<file path="config.mk">
export PLATFORM = sky130hd
export DESIGN_NAME = bcd_digit_scan_decoder
export DESIGN_NICKNAME = d
export VERILOG_FILES = /design/src/rtl/digit_pkg.sv /design/src/rtl/bcd_onehot_dec.sv /design/src/rtl/bcd_digit_scan_decoder.sv
export SDC_FILE = /design/constraint.sdc
export NUM_CORES = 1
export LEC_CHECK = 0
export ABC_AREA = 0
export CAP_MARGIN = 20
export CORE_UTILIZATION = 45
export DETAILED_ROUTE_END_ITERATION = 7
export HOLD_SLACK_MARGIN = 0.1
export PLACE_DENSITY = 0.66
export SYNTH_ARGS = -nofsm -noshare
export SYNTH_HDL_FRONTEND = slang
export SYNTH_SLANG_ARGS = --single-unit
</file>
<file path="constraint.sdc">
create_clock -name clk -period 3.6 [get_ports clk]
set_input_delay 0.36 -clock clk [delete_from_list [all_inputs] [get_ports clk]]
set_output_delay 0.36 -clock clk [all_outputs]
set_load 0.01 [all_outputs]
</file>
<file path="src/rtl/digit_pkg.sv">
// Constants and helpers shared by the keypad digit path (encoder and scan decoder).
package digit_pkg;

  localparam int BCD_W     = 4;
  localparam int DEC_W     = 10;
  localparam int DIGIT_MAX = 9;

  typedef enum logic {ST_BLANK, ST_SCAN} scan_state_t;

  function automatic logic is_legal_bcd(input logic [BCD_W-1:0] code);
    return code <= BCD_W'(DIGIT_MAX);
  endfunction

endpackage

</file>
<file path="src/rtl/bcd_onehot_dec.sv">
// Combinational BCD to one-hot decimal lamp decoder; codes 10..15 light nothing.
module bcd_onehot_dec
  import digit_pkg::*;
(
  input  logic [BCD_W-1:0] code,
  output logic [DEC_W-1:0] onehot
);

  always_comb begin
    onehot = '0;
    if (is_legal_bcd(code)) onehot = DEC_W'(1) << code;
  end

endmodule

</file>
<file path="src/rtl/bcd_digit_scan_decoder.sv">
// Calculator-style BCD digit buffer, time-multiplexed onto one-hot lamps with a one-hot
// digit select and anti-ghosting blank gaps between scan slots.
module bcd_digit_scan_decoder
  import digit_pkg::*;
#(
  parameter  int NUM_DIGITS = 4,
  parameter  int SCAN_DIV   = 1000,
  parameter  int BLANK_CYC  = 2,
  localparam int CNT_W      = $clog2(NUM_DIGITS + 1)
) (
  input  logic                  clk,
  input  logic                  rst_n,
  input  logic                  in_valid,
  input  logic [BCD_W-1:0]      in_code,
  output logic                  in_ready,
  input  logic                  clear,
  output logic [NUM_DIGITS-1:0] dig_sel,
  output logic [DEC_W-1:0]      d,
  output logic                  lit,
  output logic                  err,
  output logic [CNT_W-1:0]      count
);

  localparam int IDX_W   = $clog2(NUM_DIGITS);
  localparam int TMR_MAX = (SCAN_DIV > BLANK_CYC) ? SCAN_DIV : BLANK_CYC;
  localparam int TMR_W   = $clog2(TMR_MAX + 1);

  logic [BCD_W-1:0]      codes_q [NUM_DIGITS];
  logic [NUM_DIGITS-1:0] valid_q;
  logic                  xfer;

  scan_state_t           state, state_nxt;
  logic [TMR_W-1:0]      timer, timer_nxt;
  logic [IDX_W-1:0]      index, index_nxt;

  logic [DEC_W-1:0]      dec_out;
  logic [NUM_DIGITS-1:0] sel_p0;
  logic [DEC_W-1:0]      lamp_p0;

  // clear wins over a coincident transfer, so the handshake is gated here too.
  assign xfer = in_valid & in_ready & ~clear;

  always_ff @(posedge clk or negedge rst_n) begin
    if (!rst_n) begin
      for (int k = 0; k < NUM_DIGITS; k++) codes_q[k] <= '0;
      valid_q  <= '0;
      count    <= '0;
      err      <= 1'b0;
      in_ready <= 1'b0;
    end else begin
      in_ready <= ~clear;
      if (clear) begin
        valid_q <= '0;
        count   <= '0;
        err     <= 1'b0;
      end else if (xfer) begin
        if (is_legal_bcd(in_code)) begin
          for (int k = NUM_DIGITS - 1; k > 0; k--) codes_q[k] <= codes_q[k-1];
          codes_q[0] <= in_code;
          valid_q    <= {valid_q[NUM_DIGITS-2:0], 1'b1};
          if (count != CNT_W'(NUM_DIGITS)) count <= count + CNT_W'(1);
        end else begin
          err <= 1'b1;
        end
      end
    end
  end

  always_ff @(posedge clk or negedge rst_n) begin
    if (!rst_n) begin
      state <= ST_BLANK;
      timer <= '0;
      index <= '0;
    end else begin
      state <= state_nxt;
      timer <= timer_nxt;
      index <= index_nxt;
    end
  end

  // Index advances when a slot ends, so the first blank after reset still points at slot 0.
  always_comb begin
    state_nxt = state;
    timer_nxt = timer - TMR_W'(1);
    index_nxt = index;
    case (state)
      ST_BLANK: begin
        if (timer == '0) begin
          state_nxt = ST_SCAN;
          timer_nxt = TMR_W'(SCAN_DIV - 1);
        end
      end
      ST_SCAN: begin
        if (timer == '0) begin
          state_nxt = ST_BLANK;
          timer_nxt = TMR_W'(BLANK_CYC - 1);
          index_nxt = (index == IDX_W'(NUM_DIGITS - 1)) ? '0 : index + IDX_W'(1);
        end
      end
      default: begin
        state_nxt = ST_BLANK;
        timer_nxt = '0;
        index_nxt = '0;
      end
    endcase
  end

  bcd_onehot_dec u_dec (
    .code   (codes_q[index]),
    .onehot (dec_out)
  );

  always_comb begin
    sel_p0  = '0;
    lamp_p0 = '0;
    if (state == ST_SCAN) begin
      sel_p0 = NUM_DIGITS'(1) << index;
      if (valid_q[index]) lamp_p0 = dec_out;
    end
  end

  // Output register stage: select and lamps change together, one cycle behind the FSM.
  always_ff @(posedge clk or negedge rst_n) begin
    if (!rst_n) begin
      dig_sel <= '0;
      d       <= '0;
      lit     <= 1'b0;
    end else begin
      dig_sel <= sel_p0;
      d       <= lamp_p0;
      lit     <= |lamp_p0;
    end
  end

endmodule

</file>
# == Word-level counts from Yosys, hierarchy flattened ==
# Index checks and enable logic that the tools add are counted.
# classes
n_addsub,3
muxes,26
n_eq_ne,3
shifts,2
bitwise,5
n_reduce_logical,10
order_cmp,4
# ops
cell,count
two-way mux 10 bit,5
two-way mux 4 bit,6
one-hot mux 10 bit (2 select lines),1
two-way mux 3 bit,4
zero test 10 bit,1
OR reduction 10 bit,1
"left shift 1 x 4 -> 10 bit, first input constant",1
"subtractor 10 x 1 -> 10 bit, second input constant",1
binary-select mux 4 bit (select 2 bit),1
"less-or-equal comparator 4 bit, second input constant",2
two-way mux 1 bit,6
AND reduction 2 bit,3
AND reduction 3 bit,2
nonzero test 2 bit,3
"left shift 1 x 2 -> 4 bit, first input constant",1
"adder 3 x 1 -> 3 bit, second input constant",1
"greater-or-equal comparator 3 bit, second input constant",1
"less-than comparator 2 x 3 -> 1 bit, second input constant",1
"inequality test 3 bit, second input constant",1
inverter 2 -> 3 bit,1
"adder 2 x 1 -> 2 bit, second input constant",1
bitwise AND 1 bit,2
binary-select mux 1 bit (select 2 bit),1
"== test 2 bit, second input constant",1
other kinds (4),5
# word_totals
register_bits,53
word_cells,67
inputBits,8
out_inout_bits,20

# == Longest topological paths before layout ==
# Gate-level depths: netlist (run 1).
# logic_depth
word_depth,9
mapped_depth,9
depth_no_buf,8

# == Cells and area by module ==
# Synthesis (run 1) repeated with hierarchy kept, for this count alone.
# unflattened
cells_unflattened,192
area_unflattened_um2,2474.9
# by_module_without_submodules
mod,area_per_inst_um2,cells_each,instances,seq_area_each_um2
bcd_digit_scan_decoder,2304.7,178,1,1326.3
bcd_onehot_dec,170.2,14,1,0.0

# == Worst setup path after synthesis (run 1) ==
# OpenSTA, ideal clock, no wires.
# synth_path
path_type,reg2reg
start,register timer[0]
end,register index[1]
setup_slack_ns,1.700
n_path_buf,1
stages_incl_launch_ff,9
arrival_time_ns,1.773
cell_sequence,dfrtp_1 inv_1 ha_1 or3b_1 clkbuf_2 or3_4 inv_2 ha_1 o21ai_0
# synth_between
elab_chain_cells,2
# synth_lines
item,line_no,rtl
from (decl),bcd_digit_scan_decoder.sv:33,"logic [TMR_W-1:0] timer, timer_nxt;"
from (signal assigned),bcd_digit_scan_decoder.sv:76,timer <= timer_nxt;
zero test 10 bit,bcd_digit_scan_decoder.sv:94,if (timer == '0) begin
AND reduction 2 bit (no source line),-,
to (signal assigned),bcd_digit_scan_decoder.sv:77,index <= index_nxt;
to (decl),bcd_digit_scan_decoder.sv:34,"logic [IDX_W-1:0] index, index_nxt;"
# No other way between the ends.
# A chain may end at the register's enable or synchronous reset.

# == Worst setup path in the final report (run 1) ==
# layout_path
start,input in_code[1]
end,register codes_q[12] (netlist bit)
# layout_between
elab_chain_cells,2
# layout_lines
item,line_no,rtl
from (decl),bcd_digit_scan_decoder.sv:14,"input logic [BCD_W-1:0] in_code,"
less-or-equal comparator 4 bit,digit_pkg.sv:11,return code <= BCD_W'(DIGIT_MAX);
AND reduction 3 bit (no source line),-,
to (decl),bcd_digit_scan_decoder.sv:28,logic [BCD_W-1:0] codes_q [NUM_DIGITS];
# No other way between the ends.

==> run metrics, run 1 <==
outcome complete, no violations; wire per inst 13.55 um; FFs w/ async S/R, synth 1.000; WHS Path Cells 1; Clk network pwr share 0.265; first-pass GRT wire length 6561 um; area fraction of the dominant cell type after synthesis 0.5739; synthesized area per cell 12.23 sq um; Reg-to-Reg End index[1]$_DFFE_PN0P_; RSZ-0062 raised after global routing false; DR pass1 iterations 4; Hold Fails Final Rpt 0; CTS H-tree lvls 2; P_int 0.0009207 W; fmax 466.4 MHz; max incr delay on CP 0.61 ns; CTS Sinks 53; layout cell share with drive strength beyond 1 0.1591; Pleak 1.235 nW; Num CTS Buffers 5; Filler cells 412; actual transition at the worst max-transition pin 0.7306 ns; Max clock buf depth 2; net load switching power 0.0002845 W; Final Critical Period 2.144 ns; cell area power density 438.4 nW/um^2; cells taking the most area after synthesis dfrtp_1 57%, mux2_2 8.3%, ha_1 4.3%, mux4_2 3.9%, mux2i_1 2.6%; DRT Wirelength 3888 um; Post-synth EDFFs 0; DR vias/cell 5.084; Boundary Pins 28; endpoints failing setup 0; Cells after Synth 189; Worst-path clk slew 0.08 ns; register area 1326 sq um; sequential share of power 0.596; Worst EP required 3.77 ns; Arrival @ worst endpoint 2.32 ns; Worst Hold End timer[0]$_DFF_PN0_; CP max FO 16; final cell utilization of the core 0.5706; combinational group share of total power 0.138; # DRC 0; Post-Synthesis Net Count 205; Worst slew margin 0.5124; critical path cell sequence clkdlybuf4s50_1 -> o21ai_1 -> nand3_1 -> nor2_2 -> mux2_2; Critical Path Sink Type register; vias post-DR 1459; # diodes 0; CP startpoint kind primary input; Final Skew 0.003114 ns; Primary FF master, synth dfrtp_1; Global Route Usage Sum 0.1599; reg2reg setup slack 1.53 ns; post-synthesis sequential area ratio 0.5739; Peak VDD IR 0.0002289 V; slowest CP cell nor2_2; synthesized cell area 2311 sq um; r2r startpoint timer[0]$_DFF_PN0_; Die Y 73.66 um; Max-Cap Viols 0; core area 4817 sq um; later-pin clock latency in the skew report 0.29 ns; I/O Buffers 27; Placer Congestion 0.7942; number of global-route vias before repair 1451; antenna violations before repair 0; total congestion overflow 0; Tcrit/Tclk final 0.5956; synth-to-layout area growth 18.95%; cts repair resizes 0; count of cell types in the netlist 36; largest area contributor in the netlist dfrtp_1; clock root cell clkbuf_8; largest net degree at the start of global routing 54; Tightest Hold Check Type register to register; R2R depth 8; post-DP HPWL 2748 um; Net Sw Frac 0.2361; CP Class primary input to register; setup TNS 0 ns; DIE WIDTH 73.66 um; Yosys reg bits 53; die area 5426 sq um; Multi-input gate area 912.1 sq um; Antenna Violating Nets Remaining 0; initial DRC count 61; YS warnings 0; Initial Util 0.4797; Max Transition Viols Final 0; CTS tree done; nets 236; hold path startpoint timer[0]$_DFF_PN0_; site row count 25
[cells by family (layout without fill, tap and decap cells)]
| family | count (synthesis) | count (layout) | synth area share |
|---|---|---|---|
| adders and majority gates | 8 | 8 | 0.04332 |
| and+or+nand+nor | 62 | 62 | 0.1462 |
| buffers and inverters | 17 | 48 | 0.03140 |
| AOI/OAI and AO/OA | 18 | 18 | 0.04223 |
| muxes | 27 | 27 | 0.1478 |
| DFF | 53 | 53 | 0.5739 |
| xor gates and xnor gates | 4 | 4 | 0.01516 |
[power groups by stage]
| stage | sequential (W) | combinational [W] | clock [W] |
|---|---|---|---|
| after floorplan | 0.000714 | 0.000116 | 0 |
| after global placement | 0.000720 | 0.000157 | 0 |
| after detailed placement | 0.000729 | 0.000166 | 0 |
| after CTS | 0.000717 | 0.000166 | 0.000336 |
| after global routing | 0.000728 | 0.000185 | 0.000362 |
| final | 0.000719 | 0.000167 | 0.000320 |
[metrics by stage]
stage	worst slack (ns)	hold WS (ns)	power, W	instances	cell area [sq um]
final	1.456	0.5148	0.001205	287	2749
after global routing	1.286	0.5308	0.001275	287	2749
after CTS	1.456	0.3269	0.001219	285	2719
after detailed placement	1.159	0.4958	0.0008953	278	2633
after global placement	1.246	0.4557	0.0008766	278	2633
after floorplan	1.700	0.06441	0.0008306	189	2311
[worst max-delay path by stage]
| stage | from | endpoint | slack [ns] | cells after the start |
|---|---|---|---|---|
| 2_1_floorplan | timer[0]$_DFF_PN0_ | index[1]$_DFFE_PN0P_ | 1.70 | 8 |
| 3_3_place_gp | in_code[1] | codes_q[14]$_DFFE_PN0P_ | 1.25 | 5 |
| 3_5_place_dp | in_code[1] | codes_q[12]$_DFFE_PN0P_ | 1.16 | 5 |
| 4_1_cts | in_code[1] | codes_q[12]$_DFFE_PN0P_ | 1.46 | 5 |
| 5_1_grt | in_code[1] | codes_q[1]$_DFFE_PN0P_ | 1.29 | 5 |
| 6_report | in_code[1] | codes_q[12]$_DFFE_PN0P_ | 1.46 | 5 |
[layer usage]
metal	global-route usage	wire (um)
met5	0	0
met3	0.03292	134
met4	0.05769	44
met1	0.2071	1736
met2	0.2661	1972
[placed cells by master, fill, tap and decap left out, types with 2 or more instances in the layout]
cell	n
mux4_2	4
ha_1	8
nor3_1	8
nand2_1	10
xnor2_1	4
clkbuf_8	6
nand3_1	2
nor2b_1	2
o21ai_0	4
mux2_2	17
a21oi_1	9
mux2i_1	6
and2_1	5
dfrtp_1	53
nor2_1	16
or3_4	2
inv_1	11
and3_1	6
nand2b_1	2
clkdlybuf4s50_1	26
[cells in the mapped netlist, drive strengths merged, types with 2 or more instances]
cell / n
nand2b: 3
nand2: 10
or3: 3
nor3: 8
mux2i: 6
nand3: 2
ha: 8
a21oi: 9
and3: 6
mux2: 17
o21ai: 5
clkbuf: 3
nor2b: 2
buf: 2
nor2: 17
dfrtp: 53
and2: 6
xnor2: 4
mux4: 4
inv: 12
[flip-flops by register name, indices dropped and copies added, names as in the netlist]
register	flops
lit	1
dig_sel	4
index	2
in_ready	1
timer	10
state	1
count	3
err	1
valid_q	4
codes_q	16
d	10
[worst max-delay path: cells and delay by family]
kind	cells	cell delay (ns)
AND/OR/NAND/NOR	2	0.83
buffers and inverters	1	0.42
multiplexers	1	0.41
AO/OA/AOI/OAI	1	0.28
[area by class of cell]
class	instances	share of cell area
inverter	12	0.01639
sequential	53	0.4825
clock buffer	7	0.03141
timing repair buffer	29	0.1074
tap	67	0.03050
multi-input combinational	119	0.3318
[timing repair]
item	CTS	global route
endpoints found under the hold margin	0	17
hold buffers	0	1
setup buffers	0	0
Note: power is estimated with default switching activity, not from simulation.
==> run 2, diff against run 1 <==
--- a/config.mk
+++ b/config.mk
@@ -10,7 +10,7 @@
 export CORE_UTILIZATION = 45
 export DETAILED_ROUTE_END_ITERATION = 7
 export HOLD_SLACK_MARGIN = 0.1
-export PLACE_DENSITY = 0.66
+export PLACE_DENSITY = 0.68
 export SYNTH_ARGS = -nofsm -noshare
 export SYNTH_HDL_FRONTEND = slang
 export SYNTH_SLANG_ARGS = --single-unit
==> constraint.sdc (replaced) <==
create_clock -name clk -period 1.9 [get_ports clk]
set_input_delay 0.19 -clock clk [delete_from_list [all_inputs] [get_ports clk]]
set_output_delay 0.19 -clock clk [all_outputs]
set_load 0.01 [all_outputs]
==> run 2 against run 1 <==
Compared with the run above:
- cell count rose by 3.5%
- routed wire length fell by 6.0%
- worst setup slack got worse by 1.3 ns
- clock skew rose by 0.0028 ns
- largest cell class unchanged
==> run metrics, run 2 (same netlist as run 1, synthesis figures left out) <==
CTS tree done; Global Route Usage Sum 0.1608; endpoints failing setup 0; site row count 25; PnR worst setup slack 0.1097 ns; wire per inst 12.30 um; CP startpoint kind register; total congestion overflow 0; number of global-route vias before repair 1402; DR vias/cell 4.933; outcome complete, no violations; # diodes 0; Tcrit/Tclk final 0.9422; combinational group share of total power 0.140; CP max FO 5; clock root cell clkbuf_8; Die Y 73.66 um; cell area power density 803.9 nW/um^2; R2R depth 6; net load switching power 0.0005802 W; nets 245; sequential share of power 0.592; Post-Layout Cell Count 297; slowest CP cell dfrtp_1; Max clock buf depth 2; Reg-to-Reg End timer[6]$_DFF_PN0_; DIE WIDTH 73.66 um; Inst Count DP 288; Biggest register codes_q; Placer Congestion 0.7397; Antenna Violating Nets Remaining 0; Filler cells 421; synth-to-layout area growth 23.93%; actual transition at the worst max-transition pin 0.4329 ns; initial DRC count 122; commonest non-fill, non-tap cells in the layout 53 x dfrtp_1, 26 x clkdlybuf4s50_1, 17 x mux2_2, 16 x nor2_1; Max-Cap Viols 0; setup TNS 0 ns; Worst EP required 2.09 ns; Crit. Startpoint timer[1]$_DFF_PN0_; Tightest Hold Check Type primary input to asynchronous set/reset pin; r2r startpoint timer[1]$_DFF_PN0_; Clk network pwr share 0.268; CTS Sinks 53; CTS H-tree lvls 2; critical path cell sequence inv_2 -> ha_2 -> or3b_4 -> buf_6 -> nor3_1 -> mux2_2; P_int 0.001722 W; Final Critical Period 1.790 ns; DP Worst Slack 0.06478 ns; reg2reg setup slack 0.11 ns; Critical Path Sink Type register; Worst slew margin 0.7114; later-pin clock latency in the skew report 0.30 ns; Num CTS Buffers 5; # DRC 0; Pleak 1.273 nW; Peak VDD IR 0.0005388 V; max incr delay on CP 0.41 ns; max reg flops 16; CP Class register to register; Initial Util 0.4797; RSZ-0062 raised after global routing true; Worst-path clk slew 0.09 ns; final cell utilization of the core 0.5945; Boundary Pins 28; biggest regs codes_q: 16 flops, d: 10 flops, timer: 10 flops; vias post-DR 1465; post-DP HPWL 2592 um; core area 4817 sq um; postcts setup bufs 0; largest net degree at the start of global routing 23; antenna violations before repair 0; Hold Fails Final Rpt 0; DR pass1 iterations 4; Max Transition Viols Final 0; commonest non-fill, non-tap cell in the layout dfrtp_1; Arrival @ worst endpoint 1.98 ns; fmax 558.6 MHz; Net Sw Frac 0.2520; Final Skew 0.005926 ns; die area 5426 sq um; first-pass GRT wire length 6555 um; DRT Wirelength 3654 um; I/O Buffers 27; layout cell share with drive strength beyond 1 0.2217
[run 2: power groups by stage]
stage / sequential [W] / combinational, W / clock (W)
2_1_floorplan: 0.00135 / 0.000221 / 0
6_report: 0.00136 / 0.000322 / 0.000617
3_5_place_dp: 0.00138 / 0.000326 / 0
4_1_cts: 0.00136 / 0.000328 / 0.000646
3_3_place_gp: 0.00137 / 0.000316 / 0
5_1_grt: 0.00138 / 0.000362 / 0.000681
[run 2: routing by layer]
metal / vias to the layer above / part of all wire / routed length (um) / GRT usage
met1: 698 / 0.49 / 1790 / 0.2104
li1: 729 / - / - / -
met5: - / 0 / 0 / 0
met3: 6 / 0.040 / 146 / 0.03429
met2: 32 / 0.46 / 1664 / 0.2559
met4: 0 / 0.015 / 53 / 0.07692
[run 2: worst max-delay path: cells and delay by family (launching register included)]
family,cells,cell delay (ns)
AND/OR/NAND/NOR,2,0.55
flip-flops,1,0.41
multiplexers,1,0.37
adder cells (fa/ha/maj),1,0.16
buffers and inverters,2,0.19
[run 2: timing repair]
item / CTS / global route
endpoints found under the hold margin: 17 / 0
setup endpoints to repair: 0 / 4
hold buffers: 1 / 0
gates resized for setup: 0 / 9
[run 2: through the flow]
stage | power, W | hold slack (ns) | cell area [sq um]
floorplan | 0.001574 | -0.1056 | 2311
global route | 0.002427 | 0.3979 | 2864
finish | 0.002302 | 0.3492 | 2864
detailed placement | 0.001706 | 0.1595 | 2733
CTS | 0.002336 | 0.3517 | 2830
global placement | 0.001688 | 0.1567 | 2733
[run 2: final cells by class]
type                    count  area [sq um]  area share
flip-flops and latches     53          1326      0.4631
multi-input cells         119         939.7      0.3281
repair buffers             38         379.1      0.1324
well taps                  67         83.83     0.02927
clock buffers               6         72.57     0.02534
inverters                  12         47.55     0.01660
clock inverters             2         15.01    0.005242
[run 2: how the worst max path moves through the flow]
stage | cells after the start | end
3_3_place_gp | 7 | timer[8]$_DFF_PN0_
5_1_grt | 6 | timer[6]$_DFF_PN0_
4_1_cts | 7 | timer[8]$_DFF_PN0_
3_5_place_dp | 7 | timer[8]$_DFF_PN0_
2_1_floorplan | 8 | index[1]$_DFFE_PN0P_
6_report | 6 | timer[6]$_DFF_PN0_
==> run 3, diff against run 2 <==
--- a/config.mk
+++ b/config.mk
@@ -5,7 +5,6 @@
 export SDC_FILE = /design/constraint.sdc
 export NUM_CORES = 1
 export LEC_CHECK = 0
-export ABC_AREA = 0
 export CAP_MARGIN = 20
 export CORE_UTILIZATION = 45
 export DETAILED_ROUTE_END_ITERATION = 7
==> results of run 3 <==
The final DEF is identical to that of run 2; final timing and power are the same.
==> variant: new RTL, settings of run 3 <==
Set the parameter `BLANK_CYC` to 4 (it was 2).
--- a/src/rtl/bcd_digit_scan_decoder.sv
+++ b/src/rtl/bcd_digit_scan_decoder.sv
@@ -5,7 +5,7 @@
 #(
   parameter  int NUM_DIGITS = 4,
   parameter  int SCAN_DIV   = 1000,
-  parameter  int BLANK_CYC  = 2,
+  parameter  int BLANK_CYC  = 4,
   localparam int CNT_W      = $clog2(NUM_DIGITS + 1)
 ) (
   input  logic                  clk,
Function: same outputs for any inputs over 10 cycles, from zero or initial values and one cycle with rst_n low; that may be too few to reach the edited logic, so the function may still have changed.
==> variant against run 3 <==
Sequential cell count is the same; routed wire length increased by 8.3%; cell count shrank 2.0%; via count decreased by 1.8%; die area rose by 1.4%; utilization shrank 0.99 points; sequential share of layout area rose by 0.18 points; final area decreased by 0.39%; total power is 6.7% higher; area after synthesis increased by 1.5%; setup slack improved by 0.0092 ns.
==> variant: results <==
{
  "outcome": "completed",
  "rr_worst_depth": 5,
  "peakVddDrop_v": 0.000478,
  "fin_skew_ns": 0.00651,
  "p_int_w": 0.00186,
  "fillers": 419,
  "grt_pass1_vias": 1510,
  "n_all_buffers": 35,
  "p_clk_share_pct": 31.4,
  "worst_path_max_delay_cell": "or3b_4",
  "synth_area_leaders": "dfrtp_1, mux2_2, ha_1",
  "p_leak_nw": 1.31,
  "seq_area_frac_synth_pct": 56.6,
  "syn_inst": 187,
  "ys_types": 37,
  "synthTopCellsByCount": "dfrtp_1, mux2_2, nor2_1",
  "inv_count": 13,
  "gp_congestion": 0.746,
  "timing.hold.ws_ns": 0.500,
  "seq_share_pct": 46.5,
  "first_iter_violations": 118,
  "core-area_sq_um": 4880,
  "final-clk-cell-share_pct": 4.04,
  "nets": 239,
  "hold_class": "in2reg",
  "buffer_area_share_pct": 11.9,
  "sw_frac_of_total_pct": 24.4,
  "crit_fanout": 6,
  "pre_cts_slack_ns": 0.0488,
  "syn-num-nets": 203,
  "grt_first_pass_wirelength_um": 6780,
  "track_usage_pct": 16.7,
  "multi_input_gates": 115,
  "tightest_slew_ns": 0.636,
  "max_stage_delay_ns": 0.44,
  "vias": 1439,
  "via_per_inst": 4.95,
  "grt_max_degree": 54,
  "post_drt_wl_per_cell_um": 13.6,
  "setup_slack_ns": 0.119,
  "drive_gt1_share_pct": 19.6,
  "dp_cells": 282,
  "stdcell_area_sq_um": 2850,
  "hpwl_um": 2750,
  "place_area_sq_um": 2730
}
variant: cell types whose count changed after synthesis, sizes merged:
cell	change
a21oi	-2
mux2i	+2
nand2	-2
or3	-2
and2	-1
clkbuf	+1
clkinv	+1
mux2	+1
nor2	-1
nor3b	+1
variant: timing repair:
action / in CTS / in global routing
setup endpoints to repair: 0 / 6
resized for setup: 0 / 1
endpoints found under the hold margin: 53 / 0
hold buffers: 1 / 0
variant: metal layers:
layer / global-route usage (%) / vias up / part of all wire [%]
met4: 6.41 / 0 / 0.56
li1: - / 708 / -
met5: 0 / - / 0
met3: 5.01 / 2 / 3.5
met2: 28.1 / 27 / 50
met1: 20.2 / 702 / 46
variant: kinds of logic after synthesis:
kind of cell | after synthesis | synth area share, %
multiplexers | 30 | 16.2
AND/OR/NAND/NOR | 57 | 14.1
AO/OA/AOI/OAI | 16 | 3.74
buffers and inverters | 19 | 3.57
XOR/XNOR | 4 | 1.49
flip-flops | 53 | 56.6
adder cells (fa/ha/maj) | 8 | 4.27
